`src/rtl/sub_slice8.sv`:
```
// 8-bit ripple-borrow subtractor slice: x - y - borrow-in with borrow-out.
module sub_slice8 (
  input  logic [7:0] x_i,
  input  logic [7:0] y_i,
  input  logic       bin_i,
  output logic [7:0] diff_c_o,
  output logic       bout_c_o
);

  logic [8:0] full_c;

  // A 9-bit difference goes negative exactly when the slice needs a borrow.
  assign full_c   = {1'b0, x_i} - {1'b0, y_i} - 9'(bin_i);
  assign diff_c_o = full_c[7:0];
  assign bout_c_o = full_c[8];

endmodule

```
`src/rtl/sub_seq_ctrl.sv`:
```
// Byte-serial wide subtractor: one 8-bit slice reused LSB-first, borrow chained
// through a register, with a start/busy/done handshake and sticky results.
module sub_seq_ctrl #(
  parameter int unsigned NBYTES = 4
) (
  input  logic                clk,
  input  logic                rst_n,
  input  logic                start_i,
  input  logic                abort_i,
  input  logic [8*NBYTES-1:0] a_i,
  input  logic [8*NBYTES-1:0] b_i,
  input  logic                bin_i,
  output logic                busy_o,
  output logic                done_o,
  output logic [8*NBYTES-1:0] diff_o,
  output logic                bout_o,
  output logic                zero_o
);

  localparam int unsigned W     = 8 * NBYTES;
  localparam int unsigned CNT_W = $clog2(NBYTES);
  localparam int unsigned LAST  = NBYTES - 1;

  typedef enum logic [1:0] {
    ST_IDLE = 2'd0,
    ST_RUN  = 2'd1,
    ST_DONE = 2'd2
  } state_e;

  state_e             state_q, state_d;
  logic [CNT_W-1:0]   cnt_q, cnt_d;
  logic [W-1:0]       a_q, a_d;
  logic [W-1:0]       b_q, b_d;
  logic [W-1:0]       work_q, work_d;
  logic               brw_q, brw_d;
  logic               acc_q, acc_d;
  logic [W-1:0]       diff_q, diff_d;
  logic               bout_q, bout_d;
  logic               zero_q, zero_d;
  logic               busy_q, busy_d;
  logic               done_q, done_d;

  logic [CNT_W+2:0]   byte_base;
  logic [7:0]         slice_x;
  logic [7:0]         slice_y;
  logic [7:0]         slice_diff;
  logic               slice_bout;

  assign byte_base = {cnt_q, 3'b000};
  assign slice_x   = a_q[byte_base +: 8];
  assign slice_y   = b_q[byte_base +: 8];

  sub_slice8 u_slice (
    .x_i      (slice_x),
    .y_i      (slice_y),
    .bin_i    (brw_q),
    .diff_c_o (slice_diff),
    .bout_c_o (slice_bout)
  );

  // Next-state and datapath update.
  always_comb begin
    state_d = state_q;
    cnt_d   = cnt_q;
    a_d     = a_q;
    b_d     = b_q;
    work_d  = work_q;
    brw_d   = brw_q;
    acc_d   = acc_q;
    diff_d  = diff_q;
    bout_d  = bout_q;
    zero_d  = zero_q;

    case (state_q)
      ST_IDLE: begin
        // abort outranks start, so a simultaneous request is dropped.
        if (start_i && !abort_i) begin
          a_d     = a_i;
          b_d     = b_i;
          brw_d   = bin_i;
          cnt_d   = '0;
          work_d  = '0;
          acc_d   = 1'b0;
          state_d = ST_RUN;
        end
      end
      ST_RUN: begin
        if (abort_i) begin
          state_d = ST_IDLE;
        end else begin
          work_d[byte_base +: 8] = slice_diff;
          brw_d                  = slice_bout;
          acc_d                  = acc_q | (slice_diff != 8'd0);
          if (cnt_q == CNT_W'(LAST)) begin
            diff_d  = work_d;
            bout_d  = slice_bout;
            zero_d  = ~acc_d;
            state_d = ST_DONE;
          end else begin
            cnt_d = cnt_q + CNT_W'(1);
          end
        end
      end
      ST_DONE: state_d = ST_IDLE;
      default: state_d = ST_IDLE;
    endcase
  end

  // Handshake flags are registered copies of the upcoming state.
  assign busy_d = (state_d == ST_RUN);
  assign done_d = (state_d == ST_DONE);

  always_ff @(posedge clk or negedge rst_n) begin
    if (!rst_n) begin
      state_q <= ST_IDLE;
      cnt_q   <= '0;
      a_q     <= '0;
      b_q     <= '0;
      work_q  <= '0;
      brw_q   <= 1'b0;
      acc_q   <= 1'b0;
      diff_q  <= '0;
      bout_q  <= 1'b0;
      zero_q  <= 1'b0;
      busy_q  <= 1'b0;
      done_q  <= 1'b0;
    end else begin
      state_q <= state_d;
      cnt_q   <= cnt_d;
      a_q     <= a_d;
      b_q     <= b_d;
      work_q  <= work_d;
      brw_q   <= brw_d;
      acc_q   <= acc_d;
      diff_q  <= diff_d;
      bout_q  <= bout_d;
      zero_q  <= zero_d;
      busy_q  <= busy_d;
      done_q  <= done_d;
    end
  end

  assign busy_o = busy_q;
  assign done_o = done_q;
  assign diff_o = diff_q;
  assign bout_o = bout_q;
  assign zero_o = zero_q;

endmodule

```
`config.mk`:
```
export PLATFORM = sky130hd
export DESIGN_NAME = sub_seq_ctrl
export DESIGN_NICKNAME = d
export VERILOG_FILES = /design/src/rtl/sub_slice8.sv /design/src/rtl/sub_seq_ctrl.sv
export SDC_FILE = /design/constraint.sdc
export NUM_CORES = 1
export LEC_CHECK = 0
export BUFFER_PORTS_ARGS = -buffer_cell sky130_fd_sc_hd__buf_2
export CELL_PAD_IN_SITES_DETAIL_PLACEMENT = 1
export CELL_PAD_IN_SITES_GLOBAL_PLACEMENT = 2
export CORE_ASPECT_RATIO = 0.7
export CORE_UTILIZATION = 37
export CTS_BUF_LIST = sky130_fd_sc_hd__clkbuf_2
export DETAILED_ROUTE_END_ITERATION = 12
export GPL_TIMING_DRIVEN = 1
export PLACE_DENSITY = 0.93
export SYNTH_ARGS = -nofsm -noshare
export SYNTH_HDL_FRONTEND = slang
export SYNTH_SLANG_ARGS = --single-unit
```
`constraint.sdc`:
```
create_clock -name clk -period 4.7 [get_ports clk]
set_input_delay 0 -clock clk [delete_from_list [all_inputs] [get_ports clk]]
set_output_delay 0 -clock clk [all_outputs]
set_load 0.05 [all_outputs]
```
==> results, run 1 <==
- Measured along the y axis, the die boundary spans 111 microns.
- In this run the number of H-tree levels came out at 4.
- Yosys printed 0 warnings.
- The port buffer count is approximately 100.
- In the synthesized netlist the dominant register cell turns out to be sky130_fd_sc_hd__dfrtp_1.
- At the end of routability-driven placement, the weighted congestion stood at 0.836.
- The effective utilization at floorplan is 0.382.
- The number of cells upsized or downsized after cts is 0.
- The number of distinct library cells after synthesis is 40.
- The number of top-level pins is approximately 110.
- The worst-case setup slack after placement is between 0.7 and 0.8 ns.
- The number of standard cells after synthesis is ~630.
- The share of flip-flops with an asynchronous set or reset after synthesis is 1.00.
- The stage where the flow stopped is clock tree synthesis (4_1_cts).
- The clock sink count is roughly 140.
- The register bit count reported by yosys is around 140.
- After clock tree synthesis, the flow added hold-fix buffers numbering 194.
- The run stopped with a tool error.
- Clock tree synthesis inserted a total of 17 buffers.
- The count of placed standard cells including taps is 934.
- The detailed placement HPWL is around 12000 microns.
- The per-instance average area after synthesis is 9.98 sq um.
- The root buffer cell chosen for the clock tree is sky130_fd_sc_hd__clkbuf_2.
- The sequential share of the synthesized area is 0.550.
- Counting every net in the synthesized netlist gives about 720.
- Counting flops with a built-in enable in the synthesized netlist gives 0.
- The post-CTS setup-driven buffer insertion count is 0.
- The overall die width is around 160 microns.
- The tool reported: "[ERROR RSZ-0060] Max buffer count reached".
- The number of rows in the core area is 39.
- The area of the mapped netlist is approximately 6300 sq um.
- The buffer levels on the longest clock path is 2.
-- Yosys cell counts (all sizes together), types with 3 or more instances --
master,n,share of area
inv,24,0.014
and3,4,0.0040
and2,3,0.0030
xor2,4,0.0056
dfrtp,138,0.55
o21ai,14,0.011
clkbuf,27,0.016
nand2,207,0.12
nand2b,3,0.0030
buf,9,0.0060
nor2,62,0.037
nor4b,3,0.0042
ha,18,0.036
a22o,25,0.035
mux4,16,0.057
a32o,4,0.0064
a21oi,13,0.012
clkinv,3,0.0018
xnor2,3,0.0054
a221oi,28,0.039
-- through the flow --
stage,utilization,instance area [sq um]
floorplan,-,6270
global placement,0.428,7040
detailed placement,0.428,7040
-- kinds of logic after synthesis --
family                   Yosys count  share of synthesized area
flip-flops                       138                      0.550
AO/OA/AOI/OAI                     92                      0.113
multiplexers                      16                     0.0574
XOR/XNOR                           7                     0.0110
adder cells (fa/ha/maj)           20                     0.0423
AND/OR/NAND/NOR                  293                      0.188
buffers and inverters             63                     0.0383
==> run 2: changes to the inputs <==
- CELL_PAD_IN_SITES_DETAIL_PLACEMENT: 1 -> not set
- CELL_PAD_IN_SITES_GLOBAL_PLACEMENT: 2 -> not set
- CORE_ASPECT_RATIO: 0.7 -> not set
- CORE_UTILIZATION: 37 -> 25
- CTS_BUF_LIST: sky130_fd_sc_hd__clkbuf_2 -> not set
- PLACE_DENSITY: 0.93 -> not set
- PLACE_DENSITY_LB_ADDON: not set -> 0.15
==> results, run 2 <==
- The first-pass detailed-route iteration total is 4.
- The depth of the worst hold-timing path is 3.
- The most frequently used cell type in the post-synthesis netlist is sky130_fd_sc_hd__nand2_1.
- The port buffer count is 104 (unchanged).
- The number of global-route vias before repair was roughly 5300.
- The clock sink count is 138 (unchanged).
- The clock input transition at the sequential cells of the worst setup and hold paths is around 0.06 ns.
- Across every metal layer, demand over resource in global routing totals 0.146.
- The fraction of the core area covered by cells at the end of the flow is 0.344.
- The CTS tree is built.
- The cell sitting at the root of the clock tree is a sky130_fd_sc_hd__clkbuf_16.
- The top fanout value on the critical path is 19.
- Power spread over the standard cell area amounts to about 630 nW/um^2.
- The area fraction of the dominant cell type after synthesis is 0.550 (unchanged).
- The number of cells upsized or downsized after cts came to 0 (unchanged).
- The worst path needs between 3 and 4 ns of the cycle, external delays included.
- Leaving out fill and tap cells, the most frequent cells in the layout are sky130_fd_sc_hd__nand2_1, sky130_fd_sc_hd__dfrtp_1, sky130_fd_sc_hd__buf_2.
- The number of distinct library cells after synthesis is 40 (unchanged).
- The number of buffers inserted during clock tree synthesis is 17 (unchanged).
- The area of the mapped netlist came to 6270 sq um (unchanged).
- Derived from the worst setup path, the maximum achievable clock frequency is approximately 260 MHz.
- The startpoint identified for the worst register-to-register timing path is cnt_q[0]$_DFFE_PN0P_.
- The number of enable flip-flop cells after synthesis came to 0 (unchanged).
- Entering global routing, the biggest net connects 103 pins.
- The number of nets in the final layout is 881.
- The number of top-level pins came to 105 (unchanged).
- The total chip power is roughly 5.3 mW.
- The startpoint of the tightest hold check path is abort_i.
- The total number of H-tree levels is 4 (unchanged).
- Clock latency on the worst-skew pair, taken at its later pin, is between 0.4 and 0.5 ns.
- The worst min-delay path class is input port to flip-flop.
- The post-route fraction of the period consumed by the critical path is 0.819.
- The arrival time at the worst endpoint is approximately 4.2 ns.
- Once layout is complete, the cells apart from fillers number approximately 1100.
- The final RePlAce weighted congestion is 0.787 (-5.8%).
- The buffer levels on the longest clock path was 2 (unchanged).
- In the final timing run, aggregate negative setup slack is 0 ns.
- Setup repair after global routing left no endpoint under its margin.
- The first global-routing pass estimated ~29000 microns of wire.
- The number of warnings reported in the yosys synthesis log was 0 (unchanged).
- After detailed routing, the average wire length per cell comes to ~16 microns.
- Of the total power, the share spent switching nets is 0.443.
- The count of nets left with antenna violations once routing finished came out at 0.
- On the worst path, the slowest cell contributes a delay of about 0.85 ns.
- The sequential share of power is 0.297.
- The peak ir drop on the vdd network is between 0.4 and 0.5 mV.
- For this run, design rule violations remaining after detail routing come to 0.
- STA classifies the critical path endpoint as a flip-flop.
- The reported leakage power is 4.18 nW.
- The detailed placement HPWL was 11700 microns (-6.5%).
- The number of failing hold endpoints at the final stage is 0.
- The overall die width is 160 microns (+1.8%).
- The flow ran to the end, and the final reports show no timing, DRC or antenna violations.
- The filler cells instantiated in the layout total 2515.
- The multi-input combinational cells in the finished layout cover a total of about 2600 sq um.
- Between clock sinks in the finished design, the worst skew comes to approximately 0.0082 ns.
- At the pin with the least slew margin, the transition time is around 1.1 ns.
- The number of standard cells after synthesis was 629 (unchanged).
- In the final layout, flip-flops and latches occupy 3450 sq um.
- The most prevalent standard cell on the critical path is sky130_fd_sc_hd__ha_1.
- The area growth from synthesis to layout is 34.3%.
- The cell-internal power is slightly below 3 mW.
- Summed over all layers, the routed wires come to 17800 microns.
- For this block, the via count after detailed routing is around 5100.
- The per-instance average area after synthesis is 9.98 sq um (unchanged).
- The origin of the worst setup path is cnt_q[0]$_DFFE_PN0P_.
- After detailed routing, the number of vias per cell comes to roughly 4.5.
- Across all hold checks on the routed design, the worst slack comes to 0.0271 ns.
- The commonest cells after synthesis are sky130_fd_sc_hd__nand2_1, sky130_fd_sc_hd__dfrtp_1, sky130_fd_sc_hd__nor2_1, sky130_fd_sc_hd__a221oi_1, sky130_fd_sc_hd__clkbuf_1.
- The worst pin sits at a relative slew slack of 0.279.
- The count of routing violations after the opening detailed-route iteration is 280.
- The data required time at the worst endpoint is between 5 and 6 ns.
- The sequential share of the synthesized area was 0.550 (unchanged).
- The effective utilization at floorplan was 0.257 (-0.125).
- The most common cell after layout, fill and taps aside is sky130_fd_sc_hd__nand2_1.
- The number of cells traversed by the worst register-to-register path is 10.
- Walking the worst path, the cells encountered are buf_4 -> mux4_2 -> ha_1 -> inv_1 -> ha_1 -> a21oi_1 -> o21ai_0 -> xor2_1 -> nor3_1 -> a31oi_1.
- Yosys attributes the largest share of cell area to sky130_fd_sc_hd__dfrtp_1, sky130_fd_sc_hd__nand2_1, sky130_fd_sc_hd__mux4_2.
- The count of placed standard cells including taps is 1031 (+10%).
- The final number of max-transition violations was 0.
- The number of rows in the core area is 57 (+46%).
- The number of max-cap violations is 0.
- Setup violations remaining at the end of the flow were counted as 0.
- The share of flip-flops with an asynchronous set or reset after synthesis is 1.00 (unchanged).
- For this design the total switching power over the nets is around 2.4 mW.
- Among cell families on the critical path, the largest total delay comes from XOR/XNOR gates.
- The number of buffers and inverters on the critical path is 2.
- The initial antenna violation count is 0.
- For this run, the leading register cell type out of synthesis is sky130_fd_sc_hd__dfrtp_1.
- The biggest area consumer among synthesized cells is sky130_fd_sc_hd__dfrtp_1.
- The slowest stage of the critical path belongs to the cell sky130_fd_sc_hd__xor2_1.
- The register bit count reported by yosys is 138 (unchanged).
- The worst setup path is of the flip-flop to flip-flop kind.
- The part of the power in combinational logic is 0.439.
- The region available for standard cell placement spans roughly 24000 sq um.
- The number of nets produced by synthesis is 718 (unchanged).
- The vertical extent of the die is 160 microns (+45%).
- The number of diodes is 0.
- Of the total power, the clock network draws 0.264.
- Counting buffers and inverters, the worst setup path is 10 cells deep.
- Global routing finished with a remaining overflow of 0.
- The kind of launch point of the worst setup path is a flip-flop.
- The die covers around 26000 sq um.
- The layout cell share with drive strength beyond 1 is 0.207.
## run 2: cells by family (layout without fill, tap and decap cells)
| family | after synthesis | in the layout | share of synthesized area |
|---|---|---|---|
| AOI/OAI and AO/OA | 92 | 92 | 0.113 |
| xor gates and xnor gates | 7 | 7 | 0.0110 |
| adders and majority gates | 20 | 20 | 0.0423 |
| buffers and inverters | 63 | 239 | 0.0383 |
| DFF | 138 | 138 | 0.550 |
| muxes | 16 | 16 | 0.0574 |
| and+or+nand+nor | 293 | 293 | 0.188 |
## run 2: tightest hold or removal path, cell delays in order
cell and delay [ns]:
sky130_fd_sc_hd__buf_2 0.15, sky130_fd_sc_hd__or2_2 0.17, sky130_fd_sc_hd__o31ai_1 0.09
## run 2: worst paths after layout
kind | endpoint | slack, ns
worst min-delay path | work_q[15]$_DFFE_PN0P_ | 0.03
max in group asynchronous | work_q[21]$_DFFE_PN0P_ | 3.44
worst min register to register | a_q[29]$_DFFE_PN0P_ | 0.47
worst max register to register | acc_q$_DFFE_PN0P_ | 0.85
min in group asynchronous | work_q[25]$_DFFE_PN0P_ | 0.23
worst max-delay path | acc_q$_DFFE_PN0P_ | 0.85
## run 2: power by group through the flow
stage               clock network (mW)  logic [mW]  registers [mW]
floorplan                            0        1.26            1.85
global placement                     0        2.31            1.60
detailed placement                   0        2.33            1.61
CTS                               1.44        2.37            1.59
global route                      1.49        2.56            1.62
finish                            1.41        2.34            1.58
## run 2: area by class of cell
cell class,instances,area share
Inverter,27,0.0120
Clock inverter,14,0.0221
Clock buffer,18,0.0509
Tap cell,324,0.0481
Sequential cell,138,0.410
Multi-Input combinational cell,428,0.307
Timing Repair Buffer,180,0.150
## run 2: per-stage QoR
stage	instance area [sq um]	setup WS, ns
after CTS	8430	0.798
after floorplan	6270	0.917
after global routing	8430	0.558
after global placement	7150	0.887
final	8430	0.852
after detailed placement	7150	0.827
## run 2: timing repair
item	CTS	global route
setup buffers	0	0
endpoints found under the hold margin	166	0
hold buffers	66	0
## run 2: routing by layer
layer	share of wire	routed length, microns	track usage	vias up
met3	0.040	707	0.0313	15
met5	0	0	0	-
li1	-	-	-	2458
met4	0.011	202	0.0459	0
met1	0.47	8340	0.198	2483
met2	0.48	8510	0.233	125
Power figures use the tool's default switching activity.
